File: config.mk
export PLATFORM = sky130hd
export DESIGN_NAME = x87_op_collect
export DESIGN_NICKNAME = d
export VERILOG_FILES = /design/src/rtl/x87_op_collect.sv
export SDC_FILE = /design/constraint.sdc
export NUM_CORES = 1
export LEC_CHECK = 0
export ABC_AREA = 1
export BUFFER_PORTS_ARGS = -buffer_cell sky130_fd_sc_hd__buf_2
export CORE_MARGIN = 1
export CORE_UTILIZATION = 61
export CTS_BUF_LIST = sky130_fd_sc_hd__clkbuf_4
export CTS_CLUSTER_SIZE = 10
export DETAILED_ROUTE_END_ITERATION = 6
export PLACE_DENSITY = 0.83
export RECOVER_POWER = 50
export REMOVE_ABC_BUFFERS = 1
export SLEW_MARGIN = 40
export SYNTH_ARGS = -nofsm -noshare
export SYNTH_HDL_FRONTEND = slang
export SYNTH_SLANG_ARGS = --single-unit
export TNS_END_PERCENT = 100
File: constraint.sdc
create_clock -name clk -period 2.7 [get_ports clk]
set_input_delay 0.27 -clock clk [delete_from_list [all_inputs] [get_ports clk]]
set_output_delay 0.27 -clock clk [all_outputs]
set_load 0.01 [all_outputs]
File: src/rtl/x87_op_collect.sv
// x87_op_collect: assembles one x87 instruction (escape byte, ModR/M,
// optional SIB and displacement) from the in-order instruction byte stream
// and presents it as a single packet on a valid/ready output.
module x87_op_collect #(
  parameter int DISP_SEXT = 1,
  parameter int CNT_W     = 16
) (
  input  logic             clk,
  input  logic             rst,
  input  logic             flush,
  input  logic             addr32,
  input  logic [7:0]       in_byte,
  input  logic             in_valid,
  output logic             in_ready,
  output logic             out_valid,
  input  logic             out_ready,
  output logic [7:0]       out_op1,
  output logic [7:0]       out_op2,
  output logic             out_op2_valid,
  output logic             out_is_mem,
  output logic             out_has_sib,
  output logic [7:0]       out_sib,
  output logic [31:0]      out_disp,
  output logic [2:0]       out_disp_len,
  output logic [CNT_W-1:0] skip_cnt
);

  typedef enum logic [2:0] {
    ST_IDLE,
    ST_MODRM,
    ST_SIB,
    ST_DISP,
    ST_OUT
  } state_e;

  state_e state_q, state_d;

  // Working copy of the packet being assembled.
  logic [7:0]       op1_q, op1_d;
  logic [7:0]       op2_q, op2_d;
  logic             op2v_q, op2v_d;
  logic             mem_q, mem_d;
  logic             hasSib_q, hasSib_d;
  logic [7:0]       sib_q, sib_d;
  logic [31:0]      disp_q, disp_d;
  logic [2:0]       len_q, len_d;
  logic [1:0]       mod_q, mod_d;
  logic             a32_q, a32_d;
  logic [1:0]       cnt_q, cnt_d;
  logic [CNT_W-1:0] skip_q, skip_d;

  // Published packet; only updated on entry to ST_OUT or cleared on abort.
  logic [7:0]  outOp1_q;
  logic [7:0]  outOp2_q;
  logic        outOp2v_q;
  logic        outMem_q;
  logic        outHasSib_q;
  logic [7:0]  outSib_q;
  logic [31:0] outDisp_q;
  logic [2:0]  outLen_q;

  logic       accept;
  logic       load;
  logic [1:0] byteMod;
  logic [2:0] byteRm;
  logic [2:0] modrmLen;
  logic       modrmSib;
  logic       isEscape;

  assign in_ready  = (state_q != ST_OUT) && !flush;
  assign accept    = in_valid && in_ready;
  assign out_valid = (state_q == ST_OUT);
  assign byteMod   = in_byte[7:6];
  assign byteRm    = in_byte[2:0];
  assign isEscape  = (in_byte[7:3] == 5'b11011);

  // ModR/M decode: displacement length and SIB presence for the latched address size.
  always_comb begin
    modrmLen = 3'd0;
    modrmSib = 1'b0;
    if (a32_q) begin
      modrmSib = (byteMod != 2'b11) && (byteRm == 3'b100);
      case (byteMod)
        2'b00:   modrmLen = (byteRm == 3'b101) ? 3'd4 : 3'd0;
        2'b01:   modrmLen = 3'd1;
        2'b10:   modrmLen = 3'd4;
        default: modrmLen = 3'd0;
      endcase
    end else begin
      case (byteMod)
        2'b00:   modrmLen = (byteRm == 3'b110) ? 3'd2 : 3'd0;
        2'b01:   modrmLen = 3'd1;
        2'b10:   modrmLen = 3'd2;
        default: modrmLen = 3'd0;
      endcase
    end
  end

  // Next-state and working-field update for the collection state machine.
  always_comb begin
    state_d  = state_q;
    op1_d    = op1_q;
    op2_d    = op2_q;
    op2v_d   = op2v_q;
    mem_d    = mem_q;
    hasSib_d = hasSib_q;
    sib_d    = sib_q;
    disp_d   = disp_q;
    len_d    = len_q;
    mod_d    = mod_q;
    a32_d    = a32_q;
    cnt_d    = cnt_q;
    skip_d   = skip_q;
    load     = 1'b0;

    if (flush) begin
      state_d = ST_IDLE;
    end else begin
      case (state_q)
        ST_IDLE: begin
          if (accept) begin
            if (in_byte == 8'h9B) begin
              op1_d    = 8'h9B;
              op2_d    = 8'h00;
              op2v_d   = 1'b0;
              mem_d    = 1'b0;
              hasSib_d = 1'b0;
              sib_d    = 8'h00;
              disp_d   = 32'h0;
              len_d    = 3'd0;
              state_d  = ST_OUT;
              load     = 1'b1;
            end else if (isEscape) begin
              op1_d    = in_byte;
              a32_d    = addr32;
              hasSib_d = 1'b0;
              sib_d    = 8'h00;
              disp_d   = 32'h0;
              len_d    = 3'd0;
              state_d  = ST_MODRM;
            end else if (skip_q != {CNT_W{1'b1}}) begin
              skip_d = skip_q + 1'b1;
            end
          end
        end

        ST_MODRM: begin
          if (accept) begin
            op2_d  = in_byte;
            op2v_d = 1'b1;
            mem_d  = (byteMod != 2'b11);
            mod_d  = byteMod;
            len_d  = modrmLen;
            cnt_d  = 2'd0;
            if (modrmSib) begin
              state_d = ST_SIB;
            end else if (modrmLen != 3'd0) begin
              state_d = ST_DISP;
            end else begin
              state_d = ST_OUT;
              load    = 1'b1;
            end
          end
        end

        ST_SIB: begin
          if (accept) begin
            sib_d    = in_byte;
            hasSib_d = 1'b1;
            if ((mod_q == 2'b00) && (in_byte[2:0] == 3'b101)) begin
              len_d = 3'd4;
            end
            cnt_d = 2'd0;
            if (len_d != 3'd0) begin
              state_d = ST_DISP;
            end else begin
              state_d = ST_OUT;
              load    = 1'b1;
            end
          end
        end

        ST_DISP: begin
          if (accept) begin
            case (cnt_q)
              2'd0:    disp_d[7:0]   = in_byte;
              2'd1:    disp_d[15:8]  = in_byte;
              2'd2:    disp_d[23:16] = in_byte;
              default: disp_d[31:24] = in_byte;
            endcase
            cnt_d = cnt_q + 2'd1;
            if ({1'b0, cnt_q} == (len_q - 3'd1)) begin
              if (len_q == 3'd1) begin
                disp_d[31:8] = (DISP_SEXT != 0) ? {24{in_byte[7]}} : 24'h0;
              end else if (len_q == 3'd2) begin
                disp_d[31:16] = (DISP_SEXT != 0) ? {16{in_byte[7]}} : 16'h0;
              end
              state_d = ST_OUT;
              load    = 1'b1;
            end
          end
        end

        ST_OUT: begin
          if (out_ready) begin
            state_d = ST_IDLE;
          end
        end

        default: state_d = ST_IDLE;
      endcase
    end
  end

  // State and working-field registers with synchronous reset.
  always_ff @(posedge clk) begin
    if (rst) begin
      state_q  <= ST_IDLE;
      op1_q    <= 8'h00;
      op2_q    <= 8'h00;
      op2v_q   <= 1'b0;
      mem_q    <= 1'b0;
      hasSib_q <= 1'b0;
      sib_q    <= 8'h00;
      disp_q   <= 32'h0;
      len_q    <= 3'd0;
      mod_q    <= 2'b00;
      a32_q    <= 1'b0;
      cnt_q    <= 2'd0;
      skip_q   <= '0;
    end else begin
      state_q  <= state_d;
      op1_q    <= op1_d;
      op2_q    <= op2_d;
      op2v_q   <= op2v_d;
      mem_q    <= mem_d;
      hasSib_q <= hasSib_d;
      sib_q    <= sib_d;
      disp_q   <= disp_d;
      len_q    <= len_d;
      mod_q    <= mod_d;
      a32_q    <= a32_d;
      cnt_q    <= cnt_d;
      skip_q   <= skip_d;
    end
  end

  // Published packet: captured on entry to ST_OUT, cleared on reset or flush.
  always_ff @(posedge clk) begin
    if (rst || flush) begin
      outOp1_q    <= 8'h00;
      outOp2_q    <= 8'h00;
      outOp2v_q   <= 1'b0;
      outMem_q    <= 1'b0;
      outHasSib_q <= 1'b0;
      outSib_q    <= 8'h00;
      outDisp_q   <= 32'h0;
      outLen_q    <= 3'd0;
    end else if (load) begin
      outOp1_q    <= op1_d;
      outOp2_q    <= op2_d;
      outOp2v_q   <= op2v_d;
      outMem_q    <= mem_d;
      outHasSib_q <= hasSib_d;
      outSib_q    <= sib_d;
      outDisp_q   <= disp_d;
      outLen_q    <= len_d;
    end
  end

  assign out_op1       = outOp1_q;
  assign out_op2       = outOp2_q;
  assign out_op2_valid = outOp2v_q;
  assign out_is_mem    = outMem_q;
  assign out_has_sib   = outHasSib_q;
  assign out_sib       = outSib_q;
  assign out_disp      = outDisp_q;
  assign out_disp_len  = outLen_q;
  assign skip_cnt      = skip_q;

endmodule
==> metrics.md <==
| Metric | Value |
|---|---|
| Outcome | `complete, no violations` |
| Async S/R FF share, synth | `0` |
| WP buf/inv | `4` |
| Final hold vios | `0` |
| Worst setup SP type | `primary input` |
| Dpl hpwl | `12500 um` |
| Dpl cells | `roughly 1500` |
| Synth Instances | `1241` |
| Critical Path Stages | `12` |
| Worst path cell trace | `dlygate4sd3_1 -> clkbuf_1 -> inv_1 -> nand2_1 -> nor2_2 -> nand2_1 -> nand3_2 -> nand3b_1 -> inv_2 -> nand3_1 -> nand2_1 -> nor2_1` |
| IO buf count | `93` |
| Sw Ratio | `0.247` |
| Synth area leaders | `dfxtp_1 38%, nand2_1 22%, nor2_1 8.2%` |
| Max-cap violations | `0` |
| Post-Route WL | `18500 um` |
| Reg power frac | `0.568` |
| Global-route usage over all layers | `0.297` |
| Fmax | `388 MHz` |
| Post-DRT Antenna Nets | `0` |
| TritonCTS clock tree | `yes` |
| # diodes | `0` |
| Worst-margin pin slew | `0.755 ns` |
| Leak | `4.29 nW` |
| # rows | `40` |
| Crit path capture type | `flop` |
| Clock buffer depth | `2` |
| Crit path largest cell delay | `0.52 ns` |
| Slew headroom | `0.496` |
| Post-synth EDFFs | `0` |
| Hold Path Class | `primary input to flop` |
| Clock Sinks | `148` |
| Clock power share | `0.375` |
| Num CTS Buffers | `17` |
| Peak supply drop | `0.326 mV` |
| Total Power | `roughly 3.9 mW` |
| Die W | `~110 um` |
| DR vias | `7708` |
| Fin crit share | `0.954` |
| Initial Utilization | `0.634` |
| Clk Latency, worst-skew pair | `around 0.59 ns` |
| Dpl ws | `~0.29 ns` |
| Final Setup Violations | `0` |
| Crit path top cell by count | `nand2_1` |
| Die area | `approximately 13000 um^2` |
| Root Driver | `clkbuf_4` |
| DR pass1 iterations | `7` |
| RSZ-0062 raised after global routing | `false` |
| Sw Pwr | `959 uW` |
| Via density | `just over 5` |
| Post-CTS sizing | `0` |
| Yosys reg bits | `roughly 150` |
| I/O pin count | `94` |
| Post-synthesis sequential area ratio | `0.384` |
| Slowest CP cell | `dlygate4sd3_1` |
| Setup ws final | `0.125 ns` |
| Critical path arrival | `3.06 ns` |
| Comb power frac | `0.057` |
| Synth area leader | `dfxtp_1` |
| CTS clock-pin slew for the worst setup and hold paths | `0.12 ns` |
| First-pass GRT wire length | `30700 um` |
| Htree depth | `4` |
| Nets | `1346` |
| Internal power | `2.93 mW` |
| Total gr overflow | `0` |
| Crit path max fanout | `17` |
| R2R depth | `14` |
| Synthesized area | `7710 um^2` |
| Post-CTS Setup Inserts | `0` |
| Largest net degree at the start of global routing | `67` |
| WHS Path Cells | `2` |
| # DRC | `0` |
| Final max-slew violation count | `0` |
| Share of cells above drive strength 1 | `0.0583` |
| Finished Layout Cells | `1505` |
| Core footprint | `12200 um^2` |
| Ys flop type | `dfxtp_1` |
| CP Class | `primary input to flop` |
| Layout filler cell count | `about 1200` |
| Required @ worst endpoint | `roughly 3.2 ns` |
| Area added between synthesis and finish | `10.5%` |
| Initial drt markers | `650` |
| Final setup skew | `0.0144 ns` |
| PwrDens | `456 nW/um^2` |
| Syn Area/Cell | `6.22 um^2` |
| DR WL/cell | `roughly 12 um` |
| Shortest period the worst path allows | `2.57 ns` |
| Vias in the first global route | `6696` |
| Post-synth cell types | `36` |
| Die Y | `114 um` |
| Final GP Congestion | `0.935` |
| Synth top area share | `0.384` |
| Antenna violations before repair | `0` |
| Synth warn | `0` |
| Crit path max-delay family | `buffers and inverters` |
==> power by group through the flow <==
| stage | sequential (mW) | combinational (mW) | clock (mW) |
|---|---|---|---|
| floorplan | 2.25 | 0.119 | 0 |
| global placement | 2.25 | 0.212 | 0 |
| detailed placement | 2.25 | 0.214 | 0 |
| CTS | 2.21 | 0.219 | 1.48 |
| global route | 2.21 | 0.244 | 1.58 |
| finish | 2.21 | 0.220 | 1.46 |
==> area by class of cell <==
cell class                      count  area, um^2  area share
Inverter                          137         514      0.0603
Clock buffer                       21         158      0.0185
Tap cell                          168         210      0.0247
Sequential cell                   148        2960       0.347
Clock inverter                     11         135      0.0158
Multi-Input combinational cell    907        4000       0.469
Timing Repair Buffer              113         546      0.0640
==> state kept, by name, indices dropped and copies added, names as in the netlist, 2 cells and up <==
signal,cells
out_op2,8
len_q,3
state_q,3
sib_q,8
skip_cnt,16
out_sib,8
op1_q,8
disp_q,32
op2_q,8
cnt_q,2
mod_q,2
out_disp,32
out_op1,8
out_disp_len,3
==> per-layer routing <==
metal	share of wire	global-route usage
met3	0.058	0.0603
met4	0.028	0.139
met1	0.45	0.385
met5	0	0
met2	0.46	0.477
==> logic make-up after synthesis <==
family,synth area share
adder cells (fa/ha/maj),0.0130
XOR/XNOR,0.0125
AO/OA/AOI/OAI,0.0874
AND/OR/NAND/NOR,0.404
buffers and inverters,0.0988
flip-flops,0.384
==> synth_stat cells, types with 7 or more instances <==
cell,number
nand2_1,457
buf_4,7
nand3_1,90
a21oi_1,49
dfxtp_1,148
inv_1,126
xor2_1,7
inv_2,9
o21ai_0,58
o211ai_1,11
clkbuf_1,20
and2_1,12
nor2_1,169
nand4_1,12
buf_2,18
ha_1,8
==> cell usage in the layout, fill, tap and decap left out, drive strengths merged <==
| cell type | count |
|---|---|
| nand2 | 460 |
| nor2 | 173 |
| dfxtp | 148 |
| inv | 135 |
| clkbuf | 106 |
| nand3 | 93 |
| o21ai | 59 |
| a21oi | 49 |
| buf | 25 |
| nand4 | 12 |
| and2 | 12 |
| o211ai | 11 |
| ha | 8 |
| clkinv | 8 |
| xor2 | 7 |
| nor3 | 6 |
| xnor2 | 4 |
| or2 | 3 |
| a211oi | 3 |
| bufinv | 3 |
| dlygate4sd3 | 3 |
| nand3b | 2 |
| clkinvlp | 2 |
| o21bai | 1 |
| a31oi | 1 |
| a31o | 1 |
| o22ai | 1 |
| nor4 | 1 |
==> worst paths after layout <==
| kind | slack (ns) | end | startpoint |
|---|---|---|---|
| max reg2reg | 0.26 | out_has_sib | len_q[0] |
| min reg2reg | 0.46 | op1_q[5] | op1_q[5] |
| min | 0.06 | op1_q[6] | rst |
| max | 0.13 | skip_cnt[5] | in_byte[6] |
==> timing repair <==
item                                   CTS  global route
endpoints found under the hold margin    3             0
hold buffers                             3             0
setup endpoints to repair                0             0
==> stage by stage <==
stage	cell area [um^2]	hold slack (ns)	setup TNS [ns]	util
after detailed placement	8320	0.445	0	0.684
final	8530	0.0636	0	0.701
after global placement	8320	0.433	0	0.684
after CTS	8640	0.0353	0	0.711
after floorplan	7470	0.339	-5.47	-
after global routing	8530	0.0465	0	0.701
No activity file was read; power rests on OpenSTA's default activity.
